`src/rtl/alu_arbiter.sv`:
```
// Round-robin arbiter sharing one combinational arithmetic ALU between NUM_REQ requesters.
// Each operation walks IDLE -> ISSUE -> RESPOND, with the result latched for the response handshake.
module alu_arbiter #(
   parameter int unsigned NUM_REQ = 2,
   parameter int unsigned XLEN    = 32
) (
   input  logic                    clk,
   input  logic                    rst,
   input  logic [NUM_REQ-1:0]      req_valid,
   output logic [NUM_REQ-1:0]      req_ready,
   input  logic [NUM_REQ*XLEN-1:0] req_lhs,
   input  logic [NUM_REQ*XLEN-1:0] req_rhs,
   input  logic [NUM_REQ*3-1:0]    req_operation,
   input  logic [NUM_REQ*7-1:0]    req_metadata,
   output logic [NUM_REQ-1:0]      rsp_valid,
   input  logic [NUM_REQ-1:0]      rsp_ready,
   output logic [XLEN-1:0]         rsp_result,
   output logic                    rsp_illegal,
   output logic [XLEN-1:0]         alu_lhs,
   output logic                    alu_lhs_valid,
   output logic [XLEN-1:0]         alu_rhs,
   output logic                    alu_rhs_valid,
   output logic [2:0]              alu_operation,
   output logic                    alu_operation_valid,
   output logic [6:0]              alu_metadata,
   output logic                    alu_metadata_valid,
   input  logic [XLEN-1:0]         alu_result,
   input  logic                    alu_arithmetic_code_legal,
   input  logic                    alu_result_valid,
   output logic [15:0]             completed_count
);

   localparam int unsigned IDX_W = (NUM_REQ > 1) ? $clog2(NUM_REQ) : 1;
   localparam int unsigned CNT_W = 16;

   typedef enum logic [1:0] {
      IDLE    = 2'd0,
      ISSUE   = 2'd1,
      RESPOND = 2'd2
   } state_t;

   state_t            state;
   state_t            state_nxt;
   logic [IDX_W-1:0]  rr_ptr;
   logic [IDX_W-1:0]  grant;
   logic [IDX_W-1:0]  sel_idx;
   logic              sel_found;
   logic              accept;
   logic              rsp_done;
   logic              alu_drive;

   logic [XLEN-1:0]   lhs_arr  [NUM_REQ];
   logic [XLEN-1:0]   rhs_arr  [NUM_REQ];
   logic [2:0]        op_arr   [NUM_REQ];
   logic [6:0]        meta_arr [NUM_REQ];

   // Unpack the per-requester slices for indexed selection.
   for (genvar g = 0; g < NUM_REQ; g++) begin : g_slice
      assign lhs_arr[g]  = req_lhs[g*XLEN +: XLEN];
      assign rhs_arr[g]  = req_rhs[g*XLEN +: XLEN];
      assign op_arr[g]   = req_operation[g*3 +: 3];
      assign meta_arr[g] = req_metadata[g*7 +: 7];
   end

   // Round-robin pick: lowest valid index at or above rr_ptr, else lowest valid index overall.
   always_comb begin
      sel_found = 1'b0;
      sel_idx   = '0;
      for (int i = int'(NUM_REQ) - 1; i >= 0; i--) begin
         if (req_valid[i]) begin
            sel_found = 1'b1;
            sel_idx   = IDX_W'(i);
         end
      end
      for (int i = int'(NUM_REQ) - 1; i >= 0; i--) begin
         if (req_valid[i] && (IDX_W'(i) >= rr_ptr)) begin
            sel_idx = IDX_W'(i);
         end
      end
   end

   assign accept   = (state == IDLE) && sel_found;
   assign rsp_done = (state == RESPOND) && rsp_ready[grant];

   always_ff @(posedge clk or posedge rst) begin
      if (rst) begin
         state <= IDLE;
      end else begin
         state <= state_nxt;
      end
   end

   always_comb begin
      state_nxt = state;
      case (state)
         IDLE:    if (accept) state_nxt = ISSUE;
         ISSUE:   state_nxt = RESPOND;
         RESPOND: if (rsp_done) state_nxt = IDLE;
         default: state_nxt = IDLE;
      endcase
   end

   // Handshake strobes; req_ready is gated by rst so it drops during reset as well.
   always_comb begin
      req_ready = '0;
      rsp_valid = '0;
      alu_drive = 1'b0;
      case (state)
         IDLE:    if (sel_found && !rst) req_ready[sel_idx] = 1'b1;
         ISSUE:   alu_drive = 1'b1;
         RESPOND: rsp_valid[grant] = 1'b1;
         default: ;
      endcase
   end

   assign alu_lhs_valid       = alu_drive;
   assign alu_rhs_valid       = alu_drive;
   assign alu_operation_valid = alu_drive;
   assign alu_metadata_valid  = alu_drive;

   // Operand capture, result capture and round-robin / completion bookkeeping.
   always_ff @(posedge clk or posedge rst) begin
      if (rst) begin
         alu_lhs         <= '0;
         alu_rhs         <= '0;
         alu_operation   <= '0;
         alu_metadata    <= '0;
         grant           <= '0;
         rr_ptr          <= '0;
         rsp_result      <= '0;
         rsp_illegal     <= 1'b0;
         completed_count <= '0;
      end else begin
         if (accept) begin
            alu_lhs       <= lhs_arr[sel_idx];
            alu_rhs       <= rhs_arr[sel_idx];
            alu_operation <= op_arr[sel_idx];
            alu_metadata  <= meta_arr[sel_idx];
            grant         <= sel_idx;
         end
         if (state == ISSUE) begin
            if (alu_arithmetic_code_legal && alu_result_valid) begin
               rsp_result  <= alu_result;
               rsp_illegal <= 1'b0;
            end else begin
               rsp_result  <= '0;
               rsp_illegal <= 1'b1;
            end
         end
         if (rsp_done) begin
            rr_ptr          <= (grant == IDX_W'(NUM_REQ - 1)) ? '0 : grant + IDX_W'(1);
            completed_count <= completed_count + CNT_W'(1);
         end
      end
   end

endmodule

```
`config.mk`:
```
export PLATFORM = sky130hd
export DESIGN_NAME = alu_arbiter
export DESIGN_NICKNAME = d
export VERILOG_FILES = /design/src/rtl/alu_arbiter.sv
export SDC_FILE = /design/constraint.sdc
export NUM_CORES = 1
export LEC_CHECK = 0
export ABC_AREA = 1
export CELL_PAD_IN_SITES_DETAIL_PLACEMENT = 0
export CELL_PAD_IN_SITES_GLOBAL_PLACEMENT = 1
export CORE_UTILIZATION = 25
export CTS_CLUSTER_DIAMETER = 150
export DETAILED_ROUTE_END_ITERATION = 16
export GPL_ROUTABILITY_DRIVEN = 0
export GPL_TIMING_DRIVEN = 0
export PLACE_DENSITY_LB_ADDON = 0.08
export SKIP_LAST_GASP = 1
export SLEW_MARGIN = 25
export SYNTH_ARGS = -nofsm -noshare
export SYNTH_HDL_FRONTEND = slang
export SYNTH_SLANG_ARGS = --single-unit
```
`constraint.sdc`:
```
create_clock -name clk -period 4.2 [get_ports clk]
set_clock_uncertainty 0.05 [all_clocks]
set_input_delay 0.84 -clock clk [delete_from_list [all_inputs] [get_ports clk]]
set_output_delay 0.84 -clock clk [all_outputs]
set_load 0.03 [all_outputs]
```
==> results summary <==
The run finished with clean final reports. The wire length of the first global-routing pass is 33200 microns. The data arrival time at the worst-slack endpoint came out at 2.85 ns.

Data on the critical path is required at its endpoint by 3.31 ns. The number of antenna violations at the first check in global routing was 1. The residual antenna-violating net count after detailed routing is 0. The height of the die came out at 155 microns. The number of warning messages in the yosys log came out at 0. The fraction of power spent switching nets is 42.0%. The portion of total power attributed to the clock network is 19.7%. The most common cell after layout, fill and taps aside is sky130_fd_sc_hd__clkdlybuf4s50_1. For this block, the routed nets add up to 21200 microns of wire. The flip-flop and latch count after synthesis is 127.

Cell internal power was estimated by the tool at 0.00439 W. The simple-gate share of the synthesized area came out at 17.9%. The post-CTS setup-driven buffer insertion count came out at 0.

Counting every sink on the clock net gives 127. The multiplexer share of the synthesized area is 0%. The sequential share of power came out at 27.4%. The clock transition at the registers of the reported paths came out at 0.06 ns. Across all hold checks on the routed design, the worst slack comes to 0.434 ns. After synthesis, the largest family of logic cells by area is compound AO/OA/AOI/OAI gates. The launch point of the worst path is req_valid[0].

The floorplan has 55 rows. In this run the register-to-register setup slack is 2.80 ns. Of the cells placed in the final design, the portion with a size suffix greater than 1 is 9.99%. The final non-filler cell area came out at 0.0101 sq mm. The number of different library cells used by synthesis comes to 26. The via count of the first global-routing pass is 5751.

The number of hold-slack violations in the final timing report is 0. Of the available clock period, the critical path in the final layout requires 89.0%. In the layout the commonest cells are 318 x sky130_fd_sc_hd__clkdlybuf4s50_1, 130 x sky130_fd_sc_hd__nand2_1, 127 x sky130_fd_sc_hd__dfrtp_1. The synthesized area divided by synthesized cell count came out at 9.29 sq um. The clock passes through at most 2 buffers.

The number of buffers inserted during clock tree synthesis is 17. The total power density per cell area is 752 mW/mm^2. The pin slew with the least headroom to its limit came out at 0.418 ns. The floorplan core area came out at 0.0227 sq mm.

The number of instances in the synthesized netlist is 627. The xor/xnor share of the synthesized area is 0.902%. The number of setup violations in the final report is 0. Clock latency on the worst-skew pair, taken at its later pin, is 0.41 ns. The reported net switching power is 0.00318 W.

The maximum clock frequency came out at 268 MHz. In the final routed layout, each cell accounts on average for 16.7 microns. The number of hold buffers added after CTS is 0. The final critical delay including setup and external delays came out at 3.74 ns. Counting the fill cells in the layout gives 2248. Setup total negative slack on the finished layout was measured at 0 ns. The deepest level of the CTS H-tree came out at 4. The endpoint identified for the worst register-to-register timing path is alu_rhs[22]$_DFFE_PP0P_.

The post-layout worst setup margin is 0.464 ns. During placement, the flow inserted port buffers numbering 318. Detailed placement ended at an HPWL of 16100 microns. The share of the synthesized area in compound gates (AO/OA/AOI/OAI) came out at 18.6%.

TritonCTS built the clock tree. The netlist area before placement came out at 0.00582 sq mm. CTS placed an instance of sky130_fd_sc_hd__clkbuf_16 at the clock tree root. The fraction of the mapped netlist area in adder cells is 0.215%.

The die extent in x came out at 155 microns. The pre-antenna-repair detailed-routing pass consisted of 5 iterations. The total placed instance area came out at 0.00947 sq mm. The routed via count came out at 5577. The cell count of the worst reg-to-reg path came out at 7. The kind of start point of the critical path is an input pin. The count of max-cap constraint violations came out at 0.

For this block, the initial DRC count from the detailed router was 287. The aggregate global-route resource usage came out at 18.3%. The area growth from synthesis to layout is 72.6%. Of all nets on the critical path, the largest fanout is 10. For this run, the post-layout net count is 1158. The total power of the final layout is 0.00756 W.

The remaining max-slew budget at the tightest pin is 72.2%. The path type of the worst min-delay path is register to register. The proportion of power drawn by combinational gates came out at 53.0%. The worst setup path is of the input pin to output port kind. The quantity of gates resized following cts came out at 0. The number of nets produced by synthesis came out at 816. Following the worst setup path forward leads to its endpoint at req_ready[1]. The nature of the critical path endpoint is an output port.

The worst setup slack before clock tree synthesis is 0.424 ns. The aggregate global routing overflow is 0. The starting density of the core came out at 25.6%. The top-level I/O count is 319.

The number of slew-limit violations in the final report is 0. The reg-to-reg critical path startpoint is rr_ptr$_DFFE_PP0P_. The area of the die came out at 0.0239 sq mm. The detailed-route vias per instance came out at 4.41.

For this run, the register share of the synthesized area comes to 54.6%. Entering global routing, the biggest net connects 31 pins. The leakage power is 4.33 nW.

The number of inserted diodes came out at 0. The largest vdd supply drop is 0.000298 V. In the routed design, unresolved DRC markers number 0. Setup repair after global routing left no endpoint under its margin.
==> final cells by class <==
class                   instances  area, sq um  share of cell area (%)
repair buffers                323         3290                    32.7
flip-flops and latches        127         3180                    31.6
multi-input cells             436         2190                    21.7
clock buffers                  20          437                    4.34
plain buffers                  42          374                    3.72
well taps                     285          357                    3.55
clock inverters                11          143                    1.42
inverters                      22         88.8                   0.884
==> worst min path at each step <==
stage                                 start                      endpoint  slack (ns)  depth (start not counted)
2_1_floorplan            rr_ptr$_DFFE_PP0P_            rr_ptr$_DFFE_PP0P_        0.40                          2
3_3_place_gp        alu_lhs[27]$_DFFE_PP0P_       alu_lhs[27]$_DFFE_PP0P_        0.42                          2
3_5_place_dp        alu_lhs[27]$_DFFE_PP0P_       alu_lhs[27]$_DFFE_PP0P_        0.43                          2
4_1_cts        alu_operation[2]$_DFFE_PP0P_  alu_operation[2]$_DFFE_PP0P_        0.44                          2
5_1_grt             alu_lhs[21]$_DFFE_PP0P_       alu_lhs[21]$_DFFE_PP0P_        0.46                          2
6_report            alu_lhs[29]$_DFFE_PP0P_       alu_lhs[29]$_DFFE_PP0P_        0.43                          2
==> through the flow <==
step           util (%)  instances
6_report           44.3       1266
2_1_floorplan         -        627
3_3_place_gp       41.2       1230
5_1_grt            44.3       1266
4_1_cts            44.3       1266
3_5_place_dp       41.7       1235
==> cell usage after synthesis, drive strengths merged <==
master / count / area share [%]
nand2: 132 / 8.8
xor2: 6 / 0.90
nand4: 1 / 0.11
buf: 41 / 6.4
a21boi: 1 / 0.32
nand3: 5 / 0.43
nand3b: 6 / 0.77
inv: 22 / 1.5
nor3: 1 / 0.086
a22o: 32 / 4.8
ha: 1 / 0.21
dfrtp: 127 / 55
clkbuf: 1 / 0.064
nor2: 100 / 7.7
o21ai: 151 / 13
==> registers in the layout, indices dropped and copies added, names as in the netlist <==
signal / flops
alu_rhs: 32
state: 2
alu_lhs: 32
rr_ptr: 1
rsp_result: 32
grant: 1
alu_metadata: 7
completed_count: 16
alu_operation: 3
rsp_illegal: 1
==> power groups by stage <==
stage / clock network, W / registers (W) / logic [W]
after global placement: 0 / 0.00207 / 0.00407
final: 0.00149 / 0.00207 / 0.00401
after CTS: 0.00154 / 0.00207 / 0.00408
after detailed placement: 0 / 0.00209 / 0.00407
after global routing: 0.00160 / 0.00215 / 0.00431
after floorplan: 0 / 0.00311 / 0.00128
==> worst max-delay path, cell delays in order <==
cell                              delay (ns)
sky130_fd_sc_hd__clkdlybuf4s50_1        0.55
sky130_fd_sc_hd__nor2_2                 0.09
sky130_fd_sc_hd__nor2_8                 0.17
sky130_fd_sc_hd__buf_6                  0.18
sky130_fd_sc_hd__buf_8                  0.16
sky130_fd_sc_hd__nand2_1                0.08
sky130_fd_sc_hd__nor2_1                 0.10
sky130_fd_sc_hd__clkdlybuf4s50_1        0.68
==> cell families after synthesis <==
group                      count (synthesis)
and+or+nand+nor                          245
AOI/OAI and AO/OA                        184
DFF                                      127
buffers and inverters                     64
xor gates and xnor gates                   6
adders and majority gates                  1
==> per-layer routing <==
layer / share of wire, % / routed length, microns / GRT usage (%) / vias up
met5: 0.080 / 17 / 0 / -
met4: 1.1 / 237 / 5.09 / 2
met3: 8.7 / 1850 / 6.67 / 16
met2: 47 / 10000 / 30.4 / 203
met1: 43 / 9080 / 22.1 / 2588
li1: - / - / - / 2768
(Power assumes the default switching activity.)
